==> config.mk <==
export PLATFORM = sky130hd
export DESIGN_NAME = nebula_wrr_arbiter
export DESIGN_NICKNAME = d
export VERILOG_FILES = /design/src/rtl/nebula_pkg.sv /design/src/rtl/nebula_rr_pick.sv /design/src/rtl/nebula_wrr_arbiter.sv
export SDC_FILE = /design/constraint.sdc
export NUM_CORES = 1
export LEC_CHECK = 0
export BUFFER_PORTS_ARGS = -buffer_cell sky130_fd_sc_hd__buf_2
export CAP_MARGIN = 10
export CORE_MARGIN = 10
export CORE_UTILIZATION = 40
export DETAILED_ROUTE_END_ITERATION = 8
export GPL_TIMING_DRIVEN = 0
export HOLD_SLACK_MARGIN = 0.08
export SYNTH_ARGS = -nofsm -noshare
export SYNTH_HDL_FRONTEND = slang
export SYNTH_SLANG_ARGS = --single-unit
==> constraint.sdc <==
create_clock -name clk -period 4.5 [get_ports clk]
set_clock_uncertainty 0.05 [all_clocks]
set_input_delay 1.125 -clock clk [delete_from_list [all_inputs] [get_ports clk]]
set_output_delay 1.125 -clock clk [all_outputs]
set_load 0.01 [all_outputs]
==> src/rtl/nebula_pkg.sv <==
// Shared types and defaults for the nebula weighted round-robin arbiter.
package nebula_pkg;

    localparam int ARB_WEIGHT_W = 4;

    typedef enum logic {
        ARB_IDLE   = 1'b0,
        ARB_LOCKED = 1'b1
    } arb_lock_state_e;

endpackage

==> src/rtl/nebula_rr_pick.sv <==
// Cyclic first-one search starting at start_i: the request vector is doubled and
// the bits below start_i are masked off, so the lowest surviving bit is the winner.
module nebula_rr_pick #(
    parameter int N    = 4,
    parameter int ID_W = $clog2(N)
) (
    input  logic [N-1:0]    req_i,
    input  logic [ID_W-1:0] start_i,
    output logic [N-1:0]    grant_o,
    output logic [ID_W-1:0] id_o,
    output logic            valid_o
);

    logic [2*N-1:0] mask;
    logic [2*N-1:0] dbl_req;

    assign mask    = {(2*N){1'b1}} << start_i;
    assign dbl_req = {req_i, req_i} & mask;

    always_comb begin
        int hit_idx;
        int win;
        logic hit_any;
        grant_o = '0;
        id_o    = '0;
        valid_o = 1'b0;
        hit_any = 1'b0;
        hit_idx = 0;
        win     = 0;
        for (int k = 2*N-1; k >= 0; k--) begin
            if (dbl_req[k]) begin
                hit_any = 1'b1;
                hit_idx = k;
            end
        end
        if (hit_any) begin
            win          = (hit_idx >= N) ? (hit_idx - N) : hit_idx;
            grant_o[win] = 1'b1;
            id_o         = ID_W'(win);
            valid_o      = 1'b1;
        end
    end

endmodule

==> src/rtl/nebula_wrr_arbiter.sv <==
// N-way weighted round-robin arbiter with head-to-tail packet locking.
// Grant is combinational from state and req; state advances only on transfers.
module nebula_wrr_arbiter
    import nebula_pkg::*;
#(
    parameter int NUM_REQS = 4,
    parameter int WEIGHT_W = ARB_WEIGHT_W,
    parameter int LOCK_EN  = 1,
    parameter int ID_W     = $clog2(NUM_REQS)
) (
    input  logic                         clk,
    input  logic                         rst_n,
    input  logic [NUM_REQS-1:0]          req,
    input  logic [NUM_REQS-1:0]          req_last,
    input  logic [NUM_REQS*WEIGHT_W-1:0] weight,
    input  logic                         accept,
    output logic [NUM_REQS-1:0]          grant,
    output logic                         grant_valid,
    output logic [ID_W-1:0]              grant_id,
    output logic                         locked
);

    logic [ID_W-1:0]     ptr_q, ptr_d;
    logic [WEIGHT_W-1:0] cnt_q, cnt_d;
    arb_lock_state_e     lock_q, lock_d;
    logic [ID_W-1:0]     owner_q, owner_d;

    logic [WEIGHT_W-1:0] weight_arr [NUM_REQS];
    logic [NUM_REQS-1:0] last_eff;
    logic [NUM_REQS-1:0] owner_oh;
    logic [NUM_REQS-1:0] pick_grant;
    logic [ID_W-1:0]     pick_id;
    logic                pick_valid;
    logic                transfer;
    logic                is_tail;
    logic [WEIGHT_W:0]   eff_weight;
    logic [WEIGHT_W:0]   served_n;
    logic [ID_W-1:0]     ptr_after;

    genvar gi;
    generate
        for (gi = 0; gi < NUM_REQS; gi++) begin : g_weight
            assign weight_arr[gi] = weight[gi*WEIGHT_W +: WEIGHT_W];
            // Without locking every flit is treated as a complete packet.
            assign last_eff[gi]   = (LOCK_EN != 0) ? req_last[gi] : 1'b1;
        end
    endgenerate

    nebula_rr_pick #(
        .N    (NUM_REQS),
        .ID_W (ID_W)
    ) u_pick (
        .req_i   (req),
        .start_i (ptr_q),
        .grant_o (pick_grant),
        .id_o    (pick_id),
        .valid_o (pick_valid)
    );

    assign owner_oh = NUM_REQS'(1) << owner_q;

    always_comb begin
        grant    = '0;
        grant_id = '0;
        if (lock_q == ARB_LOCKED) begin
            grant = owner_oh & req;
            if (req[owner_q]) begin
                grant_id = owner_q;
            end
        end else if (pick_valid) begin
            grant    = pick_grant;
            grant_id = pick_id;
        end
    end

    assign grant_valid = |grant;
    assign locked      = (lock_q == ARB_LOCKED);
    assign transfer    = grant_valid & accept;
    assign is_tail     = last_eff[grant_id];

    // Weight 0 behaves as 1; the compare is one bit wider so cnt cannot wrap.
    assign eff_weight = (weight_arr[grant_id] == '0) ? (WEIGHT_W+1)'(1)
                                                    : {1'b0, weight_arr[grant_id]};
    assign served_n   = (grant_id == ptr_q) ? ({1'b0, cnt_q} + (WEIGHT_W+1)'(1))
                                            : (WEIGHT_W+1)'(1);
    assign ptr_after  = (grant_id == ID_W'(NUM_REQS-1)) ? '0 : (grant_id + ID_W'(1));

    always_comb begin
        ptr_d   = ptr_q;
        cnt_d   = cnt_q;
        lock_d  = lock_q;
        owner_d = owner_q;
        if (transfer) begin
            if (is_tail) begin
                lock_d = ARB_IDLE;
                if (served_n >= eff_weight) begin
                    ptr_d = ptr_after;
                    cnt_d = '0;
                end else begin
                    ptr_d = grant_id;
                    cnt_d = served_n[WEIGHT_W-1:0];
                end
            end else if (lock_q == ARB_IDLE) begin
                lock_d  = ARB_LOCKED;
                owner_d = grant_id;
            end
        end
    end

    always_ff @(posedge clk or negedge rst_n) begin
        if (!rst_n) begin
            ptr_q   <= '0;
            cnt_q   <= '0;
            lock_q  <= ARB_IDLE;
            owner_q <= '0;
        end else begin
            ptr_q   <= ptr_d;
            cnt_q   <= cnt_d;
            lock_q  <= lock_d;
            owner_q <= owner_d;
        end
    end

`ifdef ASSERT_ON
    a_onehot: assert property (@(posedge clk) disable iff (!rst_n) $onehot0(grant));
    a_subset: assert property (@(posedge clk) disable iff (!rst_n) (grant & ~req) == '0);
    a_owner:  assert property (@(posedge clk) disable iff (!rst_n)
                               locked |-> ((grant & ~owner_oh) == '0));
    a_id:     assert property (@(posedge clk) disable iff (!rst_n) int'(grant_id) < NUM_REQS);
`endif

endmodule

==> results of run 1 <==
[registers in the layout, summed over array words and instances (netlist names)]
signal   count
cnt_q        4
owner_q      2
ptr_q        2
locked       1
[cells by family (layout without fill, tap and decap cells)]
logic type	after synthesis	after routing
AO/OA/AOI/OAI	44	44
AND/OR/NAND/NOR	59	59
multiplexers	16	16
flip-flops	9	9
adder cells (fa/ha/maj)	5	5
XOR/XNOR	1	1
buffers and inverters	11	54
[how the worst min path moves through the flow]
stage / endpoint / cells after the start
after global routing: cnt_q[1]$_DFFE_PN0P_ / 2
final: cnt_q[1]$_DFFE_PN0P_ / 2
after detailed placement: cnt_q[1]$_DFFE_PN0P_ / 2
after global placement: cnt_q[1]$_DFFE_PN0P_ / 2
after CTS: cnt_q[1]$_DFFE_PN0P_ / 2
after floorplan: cnt_q[1]$_DFFE_PN0P_ / 2
[worst reg2reg max path, delay by kind of cell (launching register included)]
| family | cells | cell delay [ns] |
|---|---|---|
| AND/OR/NAND/NOR | 1 | 0.14 |
| flip-flops | 1 | 0.37 |
| AO/OA/AOI/OAI | 10 | 1.96 |
| buffers and inverters | 2 | 0.37 |
| multiplexers | 2 | 0.64 |
| adder cells (fa/ha/maj) | 1 | 0.21 |
[cells in the final DEF (no fill, tap or decap), drive strengths merged, types with 6 or more instances in the layout]
master  count
nor2       12
and2        6
nand2      17
dfrtp       9
mux2       10
a21oi       6
nand3       7
o21ai       9
buf        44
mux2i       6
[metal layers]
layer / global-route usage, % / share of wire (%)
met1: 14.4 / 42
met2: 19.7 / 52
met4: 3.11 / 1.1
met3: 2.42 / 5.4
met5: 0 / 0
[what timing repair did]
item | 4_1_cts | 5_1_grt
pin swaps | 0 | 1
setup endpoints to repair | 1 | 3
setup buffers | 0 | 5
gates resized for setup | 1 | 7
[through the flow]
step	utilization (%)	setup WS [ns]
after floorplan	-	0.185
after global placement	49.6	-0.328
after detailed placement	49.6	-0.369
after CTS	50.7	0.0157
after global routing	52.7	0.0131
final	52.7	0.193
[cell type report]
| class | instances | area share, % |
|---|---|---|
| flip-flops and latches | 9 | 15.5 |
| plain buffers | 6 | 2.41 |
| repair buffers | 39 | 14.3 |
| multi-input cells | 125 | 62.0 |
| inverters | 5 | 1.29 |
| well taps | 31 | 2.67 |
| clock buffers | 4 | 1.81 |
[where the power goes]
| part | leakage (nW) | switching, mW | internal, mW |
|---|---|---|---|
| clock network | 0.0150 | 0.0259 | 0.0340 |
| registers | 0.112 | 0.0357 | 0.117 |
| logic | 0.564 | 0.395 | 0.338 |
| total | 0.691 | 0.456 | 0.489 |
==> qor.yml, run 1 <==
max_freq_ghz: 0.232
p_total_mw: 0.946
r2r-start: "ptr_q[1]$_DFFE_PN0P_"
synth_xor_area_share_pct: 0.756
port-buffer-count: 34
drv_cap: 0
end_kind: "register"
slew_headroom_pct: 63.1
setup.worst_path.start_class: "primary input"
hold_start: "cnt_q[1]$_DFFE_PN0P_"
syn_inst: 145
cts.htree.levels: 1
power.leakage_nw: 0.691
cts_tree: "yes"
path_delay_family: "compound AO/OA/AOI/OAI gates"
dpl-instance-area_um2: 1370
tns_ns: 0
multi_input_area_um2: 902
clkLatencyLatePin_ns: 0.25
die_h_um: 73.8
vias: 1243
async_flop_share_pct: 100
rows: 19
hp-class: "register to register"
synth_simple_gate_area_share_pct: 25.8
dieArea_um2: 5450
r2r_end: "ptr_q[0]$_DFFE_PN0P_"
synth_compound_area_share_pct: 29.0
min_period_ns: 4.31
drtPass1Iterations: 6
synth_edf_count: 0
ys_ff_latch: 9
drive_above_1_share_pct: 36.2
drtIter0Drc: 118
r2r_slack_ns: 0.69
grt_usage_pct: 11.6
synth.area.mux_share_pct: 15.2
clkSinkCount: 9
synth_top_family_by_area: "compound AO/OA/AOI/OAI gates"
worstPathRequired_ns: 4.63
drc: 0
yosysSeqAreaShare_pct: 19.4
area_delta_synth_final_pct: 25.5
final-hold-violation-count: 0
synthFlopType: "dfrtp_1"
cp_max_fo: 8
power_per_cell_area_nw_per_um2: 650
worstSetupPathType: "primary input to register"
tightest_slew_ns: 0.553
seq_area_um2: 225
synth_common_cells: "17 x nand2_1, 11 x nor2_1, 9 x dfrtp_1"
grt_max_degree: 11
rsz0062_at_grt: "no"
crit_cells: 16
fillers: 270
synth_most_common_cell: "nand2_1"
crit_chain: "buf_2 > a21boi_2 > o221ai_1 > o21ai_2 > buf_4 > mux2_2 > o21ai_1 > a31o_1 > ha_1 > nand2b_1 > a21o_1 > a21o_1 > a21oi_4 > a21boi_2 > mux2_1 > a21oi_1"
peakVddDrop_v: 0.000375
design_area_um2: 1450
drtAntennaViolNets: 0
overflow: 0
endpoint: "ptr_q[0]$_DFFE_PN0P_"
cts_made_buffers: 3
clockBufferDepth: 2
ys_warn_count: 0
start_util_pct: 42.0
cpMaxStageDelayCell: "mux2_1"
slowest_delay_ns: 0.33
die_x_um: 73.8
diodes: 0
syn_nets: 177
placed_cells: 210
status: "completed"
cts_hold_buf: 0
core_area_um2: 2760
final_nets: 221
wl_mm: 3.35
netlist_area_um2: 1160
antenna_found_initial: 0
syn_area_per_cell_um2: 7.99
synthAdderAreaFrac_pct: 5.40
dp_hpwl_mm: 2.70
via_per_inst: 5.68
wl_per_cell_um: 15.3
synthTopCellsByArea: "dfrtp_1 19%, nand2_1 5.5%, ha_1 5.4%"
reg2reg_depth: 16
grt_pass1_wl_mm: 5.38
synth_cell_types: 48
arrival_ns: 4.44
drv_slew: 0
gp_congestion: 0.895
synth_top_area_cell: "dfrtp_1"
final-setup-viol-count: 0
clock-root-buffer: "clkbuf_4"
cts.reportedPaths.clkPinSlew_ns: 0.06
io_pins: 35
final_cells: 219
fin_crit_sh_pct: 95.7
startpoint: "req[1]"
hold_ws_ns: 0.490
netlist.area_leader.share_pct: 19.4
grt_pass1_vias: 1193
cp_num_buf_inv: 2
Power figures use the tool's default switching activity.
==> run 2, diff against run 1 <==
Settings changed: ABC_CLOCK_PERIOD_IN_PS set to 4500, MAX_ROUTING_LAYER set to met4, PLACE_DENSITY set to 0.77.
==> run 2 against run 1 <==
Against the previous run:
- core utilization decreased by 0.73 points
- clock power increased by 3%
- final area decreased by 1.4%
- critical endpoint unchanged
- critical path depth increased by 1
- worst hold slack got worse by 0.011 ns
==> qor.yml, run 2 (synthesis results as in run 1) <==
status: "completed"
placed_cells: 210  # unchanged
power.leakage_nw: 0.675  # -2.3%
overflow: 0  # unchanged
wl_mm: 3.18  # -5.0%
dp_hpwl_mm: 2.50  # -7.6%
tns_ns: 0  # unchanged
arrival_ns: 4.38  # -0.06 ns
fillers: 263  # -2.6%
final_cells: 216  # -1.4%
drive_above_1_share_pct: 35.1  # -1.0 points
grt_max_degree: 11  # unchanged
antenna_found_initial: 0  # unchanged
seq_area_um2: 225  # unchanged
drc: 0  # unchanged
power_per_cell_area_nw_per_um2: 643  # -1.1%
hp-class: "register to register"
clkLatencyLatePin_ns: 0.25  # about the same
design_area_um2: 1430  # -1.4%
pre_cts_ws_ns: -0.338  # +0.0310 ns
wl_per_cell_um: 14.7  # -3.7%
io_pins: 35  # unchanged
max_freq_ghz: 0.236  # +1.4%
area_delta_synth_final_pct: 23.8
worstSetupPathType: "primary input to register"
end_kind: "register"
cts_hold_buf: 0  # unchanged
drtPass1Iterations: 4  # -2
grt_pass1_wl_mm: 5.22  # -2.8%
gp_congestion: 0.964  # +7.6%
drtAntennaViolNets: 0  # unchanged
rows: 19  # unchanged
slew_headroom_pct: 65.8  # +2.6 points
drv_slew: 0  # unchanged
diodes: 0  # unchanged
top_register: "cnt_q"
setup_ws_ns: 0.254  # +0.0610 ns
clkSinkCount: 9  # unchanged
final-hold-violation-count: 0  # unchanged
cts_tree: "yes"
core_area_um2: 2760  # unchanged
port-buffer-count: 34  # unchanged
cts.reportedPaths.clkPinSlew_ns: 0.06  # about the same
tightest_slew_ns: 0.509  # -0.0442 ns
drv_cap: 0  # unchanged
top_regs: "cnt_q: 4 flops, owner_q: 2 flops, ptr_q: 2 flops"
p_total_mw: 0.922  # -2.5%
peakVddDrop_v: 0.000359  # -4.3%
setup.worst_path.start_class: "primary input"
hold_ws_ns: 0.479  # -0.0113 ns
largest_reg_flops: 4  # unchanged
final_cell_mix: "38 x buf_2, 17 x nand2_1, 11 x nor2_1"
finish.utilization_pct: 52.0  # -0.73 points
clock-root-buffer: "clkbuf_4"
start_util_pct: 42.0  # unchanged
grt_usage_pct: 11.7  # +0.12 points
grt_pass1_vias: 1221  # +2.3%
die_h_um: 73.8  # unchanged
min_period_ns: 4.25  # -0.0610 ns
multi_input_area_um2: 905  # +0.28%
die_x_um: 73.8  # unchanged
layout_commonest_cell: "buf_2"
final-setup-viol-count: 0  # unchanged
drtIter0Drc: 117  # -0.85%
cts_made_buffers: 3  # unchanged
cp_max_fo: 10  # +2
clockBufferDepth: 2  # unchanged
fin_crit_sh_pct: 94.4  # -1.4 points
dpl-instance-area_um2: 1370  # unchanged
dieArea_um2: 5450  # unchanged
vias: 1199  # -3.5%
worstPathRequired_ns: 4.63  # about the same
via_per_inst: 5.55  # -2.2%
final_nets: 218  # -1.4%
cts.htree.levels: 1  # unchanged
run 2: cell count changes in the layout (fill, tap and decap cells not counted), sizes merged:
cell / previous run / this run
buf: 44 / 41
run 2: worst max-delay path: stages:
cell and delay [ns]:
buf_2 0.15, a21boi_2 0.23, o221ai_2 0.15, o21ai_2 0.24, buf_6 0.19, mux2_2 0.33, nor2_1 0.08, a21oi_1 0.05
a31o_1 0.19, ha_1 0.25, nand2b_1 0.13, a21o_1 0.19, a21o_1 0.21, a21oi_4 0.22, a21boi_1 0.20, mux2_1 0.33
a21oi_1 0.11
run 2: repair_timing:
action	in CTS	in global routing
buffers inserted	0	2
pin swaps	0	1
setup endpoints to repair	1	4
gates resized for setup	1	7
run 2: where the power goes:
part           switching [mW]  total [mW]  internal [mW]
registers              0.0356       0.153          0.117
logic                   0.388       0.708          0.320
clock network          0.0273      0.0614         0.0341
total                   0.451       0.922          0.471
run 2: worst paths after layout:
| kind | to | cells after the start | slack [ns] | startpoint |
|---|---|---|---|---|
| worst min-delay path | cnt_q[1]$_DFFE_PN0P_ | 2 | 0.48 | cnt_q[1]$_DFFE_PN0P_ |
| worst max-delay path | ptr_q[0]$_DFFE_PN0P_ | 17 | 0.25 | req[1] |
| min in group asynchronous | ptr_q[0]$_DFFE_PN0P_ | 1 | 0.66 | rst_n |
| worst max register to register | ptr_q[0]$_DFFE_PN0P_ | 17 | 0.73 | ptr_q[1]$_DFFE_PN0P_ |
| worst min register to register | cnt_q[1]$_DFFE_PN0P_ | 2 | 0.48 | cnt_q[1]$_DFFE_PN0P_ |
| max in group asynchronous | cnt_q[1]$_DFFE_PN0P_ | 1 | 3.57 | rst_n |
run 2: area by class of cell:
type	instances	area share, %
buffer	6	2.44
clock buffer	4	1.83
inverter	5	1.31
multi-input combinational	125	63.1
sequential	9	15.7
tap	31	2.71
timing repair buffer	36	12.9
run 2: layer usage:
layer / up-vias / wire [µm] / global-route usage, %
met3: 4 / 170 / 2.02
met5: - / 0 / -
met1: 547 / 1430 / 13.7
met2: 31 / 1530 / 19.5
met4: 0 / 46 / 4.35
li1: 617 / - / -
